--- config.mk ---
export PLATFORM = sky130hd
export DESIGN_NAME = tft_timing_gen
export DESIGN_NICKNAME = d
export VERILOG_FILES = /design/src/rtl/tft_timing_gen.sv
export SDC_FILE = /design/constraint.sdc
export NUM_CORES = 1
export LEC_CHECK = 0
export BUFFER_PORTS_ARGS = -buffer_cell sky130_fd_sc_hd__buf_4
export CORE_MARGIN = 2
export CORE_UTILIZATION = 49
export DETAILED_ROUTE_END_ITERATION = 8
export PLACE_DENSITY = 0.84
export SYNTH_ARGS = -nofsm -noshare
export SYNTH_HDL_FRONTEND = slang
export SYNTH_SLANG_ARGS = --single-unit
--- constraint.sdc ---
create_clock -name clk -period 3.06 [get_ports clk]
set_clock_uncertainty 0.1 [all_clocks]
set_input_delay 0.306 -clock clk [delete_from_list [all_inputs] [get_ports clk]]
set_output_delay 0.306 -clock clk [all_outputs]
set_load 0.03 [all_outputs]
--- src/rtl/tft_timing_gen.sv ---
// DE-mode TFT timing generator with backlight PWM.
// Divides the system clock down to a pixel clock, walks (x,y) over the frame,
// registers host RGB onto the panel bus and drives the syncs, enables and backlight.
module tft_timing_gen #(
    parameter int unsigned H_ACTIVE = 480,
    parameter int unsigned H_FP     = 2,
    parameter int unsigned H_PULSE  = 41,
    parameter int unsigned H_BP     = 2,
    parameter int unsigned V_ACTIVE = 272,
    parameter int unsigned V_FP     = 2,
    parameter int unsigned V_PULSE  = 10,
    parameter int unsigned V_BP     = 2,
    parameter int unsigned CLK_DIV  = 10,
    parameter int unsigned CW       = 8,
    parameter int unsigned PWM_BITS = 8,
    parameter int unsigned PWM_DIV  = 20
) (
    input  logic                clk,
    input  logic                reset_btn,
    input  logic                display_on,
    input  logic [PWM_BITS-1:0] brightness,
    input  logic [3*CW-1:0]     rgb_in,
    output logic [10:0]         pix_x,
    output logic [9:0]          pix_y,
    output logic                pix_req,
    output logic                frame_start,
    output logic                tft_clk,
    output logic                tft_de,
    output logic                tft_hsync_n,
    output logic                tft_vsync_n,
    output logic [CW-1:0]       tft_r,
    output logic [CW-1:0]       tft_g,
    output logic [CW-1:0]       tft_b,
    output logic                tft_en,
    output logic                tft_display,
    output logic                led_en
);

    localparam int unsigned H_TOTAL = H_ACTIVE + H_FP + H_PULSE + H_BP;
    localparam int unsigned V_TOTAL = V_ACTIVE + V_FP + V_PULSE + V_BP;
    localparam int unsigned DIV_W   = $clog2(CLK_DIV);
    localparam int unsigned PRE_W   = (PWM_DIV > 1) ? $clog2(PWM_DIV) : 1;

    localparam logic [10:0] H_ACT_END = 11'(H_ACTIVE);
    localparam logic [10:0] H_PS      = 11'(H_ACTIVE + H_FP);
    localparam logic [10:0] H_PE      = 11'(H_ACTIVE + H_FP + H_PULSE);
    localparam logic [10:0] H_LAST    = 11'(H_TOTAL - 1);
    localparam logic [9:0]  V_ACT_END = 10'(V_ACTIVE);
    localparam logic [9:0]  V_PS      = 10'(V_ACTIVE + V_FP);
    localparam logic [9:0]  V_PE      = 10'(V_ACTIVE + V_FP + V_PULSE);
    localparam logic [9:0]  V_LAST    = 10'(V_TOTAL - 1);

    localparam logic [DIV_W-1:0] DIV_HALF = DIV_W'(CLK_DIV / 2 - 1);
    localparam logic [DIV_W-1:0] DIV_LAST = DIV_W'(CLK_DIV - 1);
    localparam logic [PRE_W-1:0] PRE_LAST = PRE_W'(PWM_DIV - 1);

    // Timing state
    logic               en_q, en_d;
    logic [DIV_W-1:0]   div_q, div_d;
    logic [10:0]        h_q, h_d;
    logic [9:0]         v_q, v_d;
    logic               clk_q, clk_d;
    logic               de_q, de_d;
    logic               hs_q, hs_d;
    logic               vs_q, vs_d;
    logic [3*CW-1:0]    rgb_q, rgb_d;
    logic               fs_q, fs_d;

    // Backlight state
    logic [PRE_W-1:0]    pre_q, pre_d;
    logic [PWM_BITS-1:0] pwm_q, pwm_d;
    logic [PWM_BITS-1:0] bri_q, bri_d;
    logic                led_q, led_d;

    logic active, pix_en, h_wrap, v_wrap, h_pulse, v_pulse, pwm_step;

    assign active   = (h_q < H_ACT_END) && (v_q < V_ACT_END);
    assign pix_en   = en_q && (div_q == DIV_LAST);
    assign h_wrap   = (h_q == H_LAST);
    assign v_wrap   = (v_q == V_LAST);
    assign h_pulse  = (h_q >= H_PS) && (h_q < H_PE);
    assign v_pulse  = (v_q >= V_PS) && (v_q < V_PE);
    assign pwm_step = (pre_q == PRE_LAST);

    // Next-state for pixel clock, counters and panel outputs
    always_comb begin
        en_d  = en_q;
        div_d = div_q;
        h_d   = h_q;
        v_d   = v_q;
        clk_d = clk_q;
        de_d  = de_q;
        hs_d  = hs_q;
        vs_d  = vs_q;
        rgb_d = rgb_q;
        fs_d  = 1'b0;
        if (!display_on) begin
            // Sleep: everything parks at zero so wake-up starts a fresh frame
            en_d  = 1'b0;
            div_d = '0;
            h_d   = '0;
            v_d   = '0;
            clk_d = 1'b0;
            de_d  = 1'b0;
            hs_d  = 1'b0;
            vs_d  = 1'b0;
            rgb_d = '0;
        end else begin
            en_d = 1'b1;
            // Counting begins the clk after tft_en rises
            if (en_q) begin
                if (div_q == DIV_HALF) begin
                    clk_d = 1'b1;
                end
                if (pix_en) begin
                    // Outputs reflect the current counters, then the counters advance
                    clk_d = 1'b0;
                    div_d = '0;
                    de_d  = active;
                    rgb_d = active ? rgb_in : '0;
                    hs_d  = !h_pulse;
                    vs_d  = !v_pulse;
                    if (h_wrap) begin
                        h_d = '0;
                        if (v_wrap) begin
                            v_d  = '0;
                            fs_d = 1'b1;
                        end else begin
                            v_d = v_q + 10'd1;
                        end
                    end else begin
                        h_d = h_q + 11'd1;
                    end
                end else begin
                    div_d = div_q + DIV_W'(1);
                end
            end
        end
    end

    // Next-state for backlight prescaler, PWM counter and brightness latch
    always_comb begin
        pre_d = pwm_step ? '0 : pre_q + PRE_W'(1);
        pwm_d = pwm_step ? pwm_q + PWM_BITS'(1) : pwm_q;
        bri_d = bri_q;
        // Latch only at the period boundary so a mid-period change never glitches
        if (pwm_step && (&pwm_q)) begin
            bri_d = brightness;
        end
        led_d = display_on && ((&bri_q) || (pwm_q < bri_q));
    end

    // State register with synchronous reset
    always_ff @(posedge clk) begin
        if (reset_btn) begin
            en_q  <= 1'b0;
            div_q <= '0;
            h_q   <= '0;
            v_q   <= '0;
            clk_q <= 1'b0;
            de_q  <= 1'b0;
            hs_q  <= 1'b0;
            vs_q  <= 1'b0;
            rgb_q <= '0;
            fs_q  <= 1'b0;
            pre_q <= '0;
            pwm_q <= '0;
            bri_q <= '0;
            led_q <= 1'b0;
        end else begin
            en_q  <= en_d;
            div_q <= div_d;
            h_q   <= h_d;
            v_q   <= v_d;
            clk_q <= clk_d;
            de_q  <= de_d;
            hs_q  <= hs_d;
            vs_q  <= vs_d;
            rgb_q <= rgb_d;
            fs_q  <= fs_d;
            pre_q <= pre_d;
            pwm_q <= pwm_d;
            bri_q <= bri_d;
            led_q <= led_d;
        end
    end

    assign pix_x       = h_q;
    assign pix_y       = v_q;
    assign pix_req     = en_q && active;
    assign frame_start = fs_q;
    assign tft_clk     = clk_q;
    assign tft_de      = de_q;
    assign tft_hsync_n = hs_q;
    assign tft_vsync_n = vs_q;
    assign tft_r       = rgb_q[3*CW-1:2*CW];
    assign tft_g       = rgb_q[2*CW-1:CW];
    assign tft_b       = rgb_q[CW-1:0];
    assign tft_en      = en_q;
    assign tft_display = en_q;
    assign led_en      = led_q;

endmodule

Yosys cells after proc, flatten, opt, wreduce, memory -nomap -nowiden
Index checks and enable logic that the tools add are counted.
{ "word_totals": {"register_bits": 77, "elab_cells": 62, "inputBits": 35, "output_inout_bits": 54} }
{ "op_classes": {"add_sub_neg": 5, "eq_ne": 5, "muxes": 8, "order_cmp": 7, "reduce_logical": 19, "bitwise": 4} }
{ "ops": {"columns": ["cell", "n"], "rows": [
  ["2-to-1 mux 24 bit", 1],
  ["< comparator 10 x 9 -> 1 bit, second input constant", 2],
  ["AND reduction 8 bit", 2],
  ["adder 11 x 1 -> 11 bit, second input constant", 1],
  ["equality test 11 x 10 -> 1 bit, second input constant", 1],
  ["greater-or-equal comparator 11 x 9 -> 1 bit, second input constant", 1],
  ["< comparator 11 x 10 -> 1 bit, second input constant", 1],
  ["< comparator 11 x 9 -> 1 bit, second input constant", 1],
  ["2-to-1 mux 11 bit", 1],
  ["adder 10 x 1 -> 10 bit, second input constant", 1],
  ["equality test 10 x 9 -> 1 bit, second input constant", 1],
  ["greater-or-equal comparator 10 x 9 -> 1 bit, second input constant", 1],
  ["2-to-1 mux 10 bit", 1],
  ["adder 8 x 1 -> 8 bit, second input constant", 1],
  ["< comparator 8 bit", 1],
  ["logical AND 1 bit", 7],
  ["adder 5 x 1 -> 5 bit, second input constant", 1],
  ["equality test 5 bit, second input constant", 1],
  ["OR reduction 5 bit", 1],
  ["adder 4 x 1 -> 4 bit, second input constant", 1],
  ["equality test 4 x 3 -> 1 bit, second input constant", 1],
  ["equality test 4 bit, second input constant", 1],
  ["2-to-1 mux 1 bit", 4],
  ["2-to-1 mux 4 bit", 1],
  ["7 further kinds", 13]
]} }

Longest topological paths before layout
Gate-level depths: netlist of run 1.
{ "logic_depth": {"word_depth": 4, "ltp_mapped": 8, "ltp_nobuf": 6} }

Least setup slack after synthesis of run 1
Ideal clock, no wire load.
{ "synth_timing": {"path_kind": "reg-to-reg", "start": "reg h_q[4] (netlist: pix_x[4])", "end": "reg v_q[8] (netlist: pix_y[8])", "setup_time_ps": 114, "path_stages_with_launch": 7, "arrival_ps": 2208, "period_less_slack_ps": 2423, "path_buffers": 2, "required_ps": 2846, "slack_ps": 637, "cell_sequence": "dfxtp_1 > or4_4 > buf_6 > or4_4 > buf_6 > mux2i_1 > a2111oi_0"} }
{ "synth_via": {"elab_chain_len": 2} }
{ "synth_lines": {"columns": ["element", "line", "source"], "rows": [
  ["start: declaration", "60", "logic [10:0] h_q, h_d;"],
  ["start signal: assignment", "158", "h_q <= '0;"],
  ["start signal: assignment", "173", "h_q <= h_d;"],
  ["equality test 11 x 10 -> 1 bit", "79", "assign h_wrap = (h_q == H_LAST);"],
  ["AND reduction 3 bit (no line)", null, null],
  ["end signal: assignment", "174", "v_q <= v_d;"],
  ["end: declaration", "61", "logic [9:0] v_q, v_d;"]
]} }
Every way passes these cells.
A chain may end at the register's enable or synchronous reset.

Worst setup path in the final report of run 1
{ "layout_timing": {"start": "reg div_q[1]", "end": "reg v_q[5] (netlist: pix_y[5])"} }
{ "layout_via": {"elab_chain_len": 3} }
{ "layout_lines": {"columns": ["element", "line", "source"], "rows": [
  ["start: declaration", "59", "logic [DIV_W-1:0] div_q, div_d;"],
  ["start signal: assignment", "172", "div_q <= div_d;"],
  ["equality test 4 bit", "78", "assign pix_en = en_q && (div_q == DIV_LAST);"],
  ["logical AND 1 bit", "78", null],
  ["AND reduction 3 bit (no line)", null, null]
]} }
Every way passes these cells.

==> results.md, run 1 <==
- 1st-pass router iterations: 4
- Internal power: 1.43 mW
- Unrepaired setup endpoints after global routing: false
- Crit path buf inv count: 1
- Combinational share of power: 0.042
- Switch share: 0.231
- Ys Warns: 0
- FFs w/ async S/R, synth: 0
- Max-Cap Viols: 0
- Max Buffers Root-to-Sink: 2
- Placed instance area: 4200 sq um
- Worst Path Required: 3.18 ns
- Top FF cell, synth: dfxtp_1
- Worst slack at placement: 0.555 ns
- EDFF count, synth: 0
- Post-route DRC: 0
- Crit path kind: flip-flop to flip-flop
- Hold Path Class: primary input to flip-flop
- CP startpoint kind: flip-flop
- Routability congestion estimate: 0.851
- Routed Antenna Nets: 0
- Crit path largest cell delay: 0.54 ns
- Max layer used: met4
- Slowest CP cell: nor4_4
- R2R depth: 6
- GRT Total Usage: 0.207
- Fin. Hold Viols: 0
- Critical path cell sequence: inv_1 -> ha_1 -> nand4b_1 -> nor4_4 -> mux2_2 -> a2111oi_0
- Max-slew violations: 0
- Leakage: 1.76 nW
- Core area: 6790 sq um
- Reg clk slew, reported paths: 0.09 ns
- Hold depth: 2
- CTS Root Cell: clkbuf_8
- Met3 WL post-DR: 331 um
- Final global-route overflow total: 0
- # diodes: 0
- P&R area growth vs syn: 27.2%
- CTS tree: yes
- Fin crit period: 2.45 ns
- Die width: 88.0 um
- Final Cycle Share: 0.801
- TritonCTS Buffers: 9
- Initial antenna violation count: 0
- Vias per cell: 5.38
- Metal1 wirelength: 3340 um
- NetSw: 429 uW
- Cell taking the most area after synthesis: dfxtp_1
- Routed wire length per instance: 14.3 um
- Final setup TNS: 0 ns
- # IOs: 89
- Postcts setup bufs: 0
- Most common cell in the netlist: dfxtp_1
- Fmax achieved: 408 MHz
- Non-Filler Instances: 551
- Largest cells by area after synthesis: dfxtp_1, a22o_1, ha_1, mux2i_1, nor2_1
- Status: finished clean
- Peak VDD IR: 0.344 mV
- Clock power frac: 0.413
- Worst-skew pair later-pin latency: 0.35 ns
- Share of layout cells above drive strength 1: 0.264
- Synth top area share: 0.446
- First-pass GRT wire length: 12,600 um
- Starting Density: 0.509
- Net count after synthesis: 415
- Pwr per Cell Area: 422 nW/um^2
- Final setup vio count: 0
- Placed Cells incl. Taps: 535
- Worst-Margin Slew: 0.760 ns
- Reg2reg end: pix_y[5]
- Hold Crit Start: rgb_in[7]
- Rel. slew slack: 0.493
- Cell family with the largest share of critical-path delay: simple AND/OR/NAND/NOR gates
- Cell area after synthesis: 3460 sq um
- Mean Syn Cell Area: 9.49 sq um
- Flop2flop setup slack: 0.61 ns
- Final Worst Setup Slack: 0.609 ns
- Sequential area share after synthesis: 0.446
- Dpl hpwl: 5740 um
- Chip height: 88.0 um
- Vias in the first global route: 2,767
- Nets@finish: 501
- Die area: 7740 sq um
- Row count: 30
- CTS H-tree depth: 3
- Syn Inst Count: 364
- Reg power frac: 0.545
- CTS Hold Bufs: 0
- Vias: 2,962
- Post-Route WL: 7890 um
- Port Buf Inserts: 88
- Met2 WL: 4090 um
- CP Capture Type: flip-flop
- Critical Path AT: 2.58 ns
- Post-CTS Resized: 0
- RR Startpoint: div_q[1]
- Starting DRC count in detailed routing: 135
- Seq cells post-synth: 77
- Netlist cell types: 50
- WHS Endpoint: rgb_q[7]
- Non-Filler Cell Area, Final: 4390 sq um
- CP max FO: 7
- Post-synth top cells: dfxtp_1, nor2_1, a22o_1
- Largest net degree at the start of global routing: 31
- # clock sinks: 77
==> layout make-up <==
cell class                      count  area, sq um
Fill cell                         555         2400
Timing Repair Buffer               94          706
Sequential cell                    77         1540
Tap cell                           96          120
Clock buffer                        9          124
Clock inverter                      7         75.1
Multi-Input combinational cell    249         1760
Inverter                           19         71.3
==> how the worst max path moves through the flow <==
stage / depth (start not counted) / to / slack, ns / start
after floorplan: 6 / pix_y[8] / 0.64 / pix_x[4]
after global placement: 5 / pix_y[5] / 0.75 / div_q[0]
after detailed placement: 5 / pix_y[5] / 0.55 / div_q[0]
after CTS: 5 / pix_y[5] / 0.55 / div_q[0]
after global routing: 5 / pix_y[5] / 0.35 / div_q[0]
final: 6 / pix_y[5] / 0.61 / div_q[1]
==> cells by family after synthesis <==
kind of cell    share of synthesized area
compound gates                      0.116
flops                               0.446
xor+xnor                           0.0554
buf+inv                            0.0471
simple gates                        0.228
fa+ha+maj                          0.0579
mux                                0.0496
==> layout by cell type, fill, tap and decap left out, types with 7 or more instances in the layout <==
| cell | instances |
|---|---|
| ha_1 | 16 |
| dfxtp_1 | 77 |
| mux2i_1 | 16 |
| nand2_1 | 22 |
| buf_4 | 94 |
| xnor2_1 | 8 |
| inv_1 | 18 |
| nand3_1 | 13 |
| nand4_1 | 11 |
| o21ai_0 | 7 |
| a22o_1 | 24 |
| clkbuf_8 | 9 |
| nor3_1 | 14 |
| xor2_1 | 12 |
| nor2_1 | 32 |
| a21oi_1 | 9 |
| nand2b_1 | 19 |
==> state kept, by name, summed over array words and instances, names as in the netlist <==
name and flops:
frame_start 1, tft_display 1, bri_q 8, pix_y 10
tft_vsync_n 1, div_q 4, pre_q 5, tft_de 1
pix_x 11, tft_hsync_n 1, led_en 1, pwm_q 8
rgb_q 24, tft_clk 1
==> layer usage <==
metal,vias to the layer above,global-route usage
li1,1461,-
met1,1427,0.243
met2,62,0.362
met3,12,0.0547
met4,0,0.0755
met5,-,0
==> power groups by stage <==
| stage | Sequential (mW) | Clock (mW) | Combinational (mW) |
|---|---|---|---|
| 6_report | 1.01 | 0.766 | 0.0786 |
| 3_3_place_gp | 1.03 | 0 | 0.0764 |
| 3_5_place_dp | 1.03 | 0 | 0.0784 |
| 5_1_grt | 1.01 | 0.826 | 0.0860 |
| 4_1_cts | 1.01 | 0.782 | 0.0787 |
| 2_1_floorplan | 1.03 | 0 | 0.0327 |
==> through the flow <==
| step | util | power, mW | hold slack (ns) |
|---|---|---|---|
| final | 0.647 | 1.86 | 0.0626 |
| after global routing | 0.647 | 1.92 | 0.0463 |
| after CTS | 0.647 | 1.87 | 0.0444 |
| after detailed placement | 0.617 | 1.11 | 0.347 |
| after global placement | 0.617 | 1.11 | 0.336 |
| after floorplan | - | 1.07 | 0.332 |
Note: power is estimated with default switching activity, not from simulation.
==> run 2: changes to the inputs <==
Settings changed: ABC_AREA from default to 1, PLACE_DENSITY 0.84 to 0.85.
Clock period 3.06 ns to 2 ns, I/O delays scaled along.
==> run 2 against run 1 <==
Effect of this change:
- sequential share of layout area fell by 5.0 points
- count of clock-buffer cells in the layout is the same
- wire length grew 29%
- die area up 12%
- global-route usage increased by 3.1 points
- worst setup slack lost 0.53 ns
- combinational power rose by 110%
- synthesized area up 13%
- design area grew 17%
- sequential power up 52%
- final cell count up 39%
==> results.md, run 2 <==
- Initial antenna violation count: 0 (unchanged)
- Sequential area share after synthesis: 0.395 (-0.0514)
- Routed wire length per instance: 13.2 um (-7.6%)
- Largest cells by area after synthesis: dfxtp_1, nand2_1, nand3_1, inv_1, ha_1
- Cell taking the most area after synthesis: dfxtp_1
- 1st-pass router iterations: 5 (+1)
- Largest register FFs: 24 (unchanged)
- Worst-skew pair later-pin latency: 0.35 ns (about the same)
- Hold Path Class: primary input to flip-flop
- Max-slew violations: 0 (unchanged)
- Mean Syn Cell Area: 7.18 sq um (-24%)
- Post-synth top cells: nand2_1, dfxtp_1, inv_1
- Fmax achieved: 520 MHz
- Most common cell after layout, fill and taps aside: nand2_1
- Final global-route overflow total: 0 (unchanged)
- Share of layout cells above drive strength 1: 0.215 (-0.0487)
- Starting Density: 0.506 (-0.00315)
- Port Buf Inserts: 88 (unchanged)
- Reg clk slew, reported paths: 0.08 ns (about the same)
- Final Power: 3.03 mW (+63%)
- Worst-Margin Slew: 0.625 ns (-0.135 ns)
- Nets@finish: 711 (+42%)
- Top FF cell, synth: dfxtp_1
- Vias: 4,002 (+35%)
- Routability congestion estimate: 0.883 (+3.7%)
- Vias in the first global route: 3,769 (+36%)
- CTS H-tree depth: 3 (unchanged)
- Met2 WL: 4980 um (+22%)
- Crit path largest cell delay: 0.49 ns (-0.05 ns)
- Chip height: 93.3 um (+6.0%)
- Fin. Hold Viols: 0 (unchanged)
- Slowest CP cell: dfxtp_1
- # clock sinks: 77 (unchanged)
- Unrepaired setup endpoints after global routing: false
- Post-Route WL: 10,100 um (+29%)
- Ys Warns: 0 (unchanged)
- Max Buffers Root-to-Sink: 2 (unchanged)
- Pwr per Cell Area: 589 nW/um^2 (+40%)
- Max layer used: met4
- P&R area growth vs syn: 31.6%
- Cell area after synthesis: 3910 sq um (+13%)
- Critical Path AT: 1.62 ns (-0.96 ns)
- Hold WS: 0.0355 ns (-0.0271 ns)
- Max-Cap Viols: 0 (unchanged)
- CTS tree: yes
- Seq cells post-synth: 77 (unchanged)
- Starting DRC count in detailed routing: 135 (unchanged)
- CTS Root Cell: clkbuf_8
- # diodes: 0 (unchanged)
- Top reg by flops: rgb_q
- CP Capture Type: primary output
- Final Cycle Share: 0.961
- CP startpoint kind: flip-flop
- Syn Inst Count: 544 (+49%)
- Crit path kind: flip-flop to primary output
- Final setup TNS: 0 ns (unchanged)
- Largest net degree at the start of global routing: 30 (-3.2%)
- Metal1 wirelength: 4350 um (+30%)
- Row count: 32 (+6.7%)
- GRT Total Usage: 0.238 (+0.0311)
- Dpl hpwl: 7070 um (+23%)
- Worst Path Required: 1.70 ns (-1.48 ns)
- Most common cell in the netlist: nand2_1
- Peak VDD IR: 0.481 mV (+40%)
- Net count after synthesis: 595 (+43%)
- # IOs: 89 (unchanged)
- CP max FO: 8 (+1)
- Routed Antenna Nets: 0 (unchanged)
- Die area: 8700 sq um (+12%)
- Netlist cell types: 36 (-28%)
- Met3 WL post-DR: 611 um (+85%)
- FFs w/ async S/R, synth: 0 (unchanged)
- Core area: 7730 sq um (+14%)
- Rel. slew slack: 0.582 (+0.0893)
- Status: finished clean
- Vias per cell: 5.22 (-2.9%)
- First-pass GRT wire length: 16,900 um (+34%)
- EDFF count, synth: 0 (unchanged)
- TritonCTS Buffers: 9 (unchanged)
- Synth top area share: 0.395 (-0.0514)
- Most frequent cells in the layout: nand2_1, buf_4, dfxtp_1, inv_1, nor2_1
- Post-route DRC: 0 (unchanged)
- Die width: 93.3 um (+6.0%)
- Leakage: 2.37 nW (+34%)
- Final setup vio count: 0 (unchanged)
- Critical path cell sequence: nand2_1 -> nor2_1 -> nor3_2 -> nand2_1 -> nor2_1 -> buf_4
- Fin crit period: 1.92 ns
[run 2: kinds of logic (layout without fill, tap and decap cells)]
family,after synthesis,after routing,share of synthesized area
AO/OA/AOI/OAI,51,51,0.0682
buffers and inverters,79,200,0.0910
flip-flops,77,77,0.395
adder cells (fa/ha/maj),16,16,0.0512
AND/OR/NAND/NOR,314,314,0.379
XOR/XNOR,7,7,0.0157
[run 2: per-layer routing]
metal	vias to the layer above	GRT usage
met2	132	0.406
met1	1853	0.291
li1	1993	-
met5	-	0
met3	24	0.0516
met4	0	0.0907
[run 2: final cells by class]
| class | count | area [sq um] |
|---|---|---|
| sequential | 77 | 1540 |
| inverter | 64 | 248 |
| fill | 632 | 2590 |
| clock inverter | 7 | 98.8 |
| timing repair buffer | 120 | 977 |
| tap | 102 | 128 |
| clock buffer | 9 | 124 |
| multi-input combinational | 388 | 2020 |
[run 2: worst paths after layout]
check                                   start        end  slack, ns  cells past startpoint
worst max register to register       div_q[1]   pix_y[1]       0.13                     10
worst min-delay path            brightness[7]   bri_q[7]       0.04                      3
worst max-delay path                 pix_x[7]    pix_req       0.08                      6
worst min register to register      rgb_q[10]  rgb_q[10]       0.36                      2
[run 2: through the flow]
| step | cell area (sq um) | util | setup WS (ns) | instances |
|---|---|---|---|---|
| floorplan | 3910 | - | 0.308 | 544 |
| global placement | 4660 | 0.603 | -0.0550 | 727 |
| detailed placement | 4660 | 0.603 | -0.182 | 727 |
| CTS | 5130 | 0.664 | 0.0350 | 767 |
| global route | 5140 | 0.665 | 0.0184 | 767 |
| finish | 5140 | 0.665 | 0.0783 | 767 |
[run 2: worst max-delay path, delay by kind of cell, from the launching register on]
family                 cells  cell delay, ns
buffers and inverters      1            0.16
DFF                        1            0.49
and+or+nand+nor            5            0.62
[run 2: report_power, final]
| group | switching, mW | internal (mW) |
|---|---|---|
| sequential | 0.00604 | 1.54 |
| combinational | 0.0724 | 0.0927 |
| clock | 0.611 | 0.709 |
[run 2: timing repair]
item,CTS,global route
setup endpoints to repair,20,3
gates resized for setup,1,4
hold buffers,24,0
endpoints found under the hold margin,24,0
buffers inserted,0,0
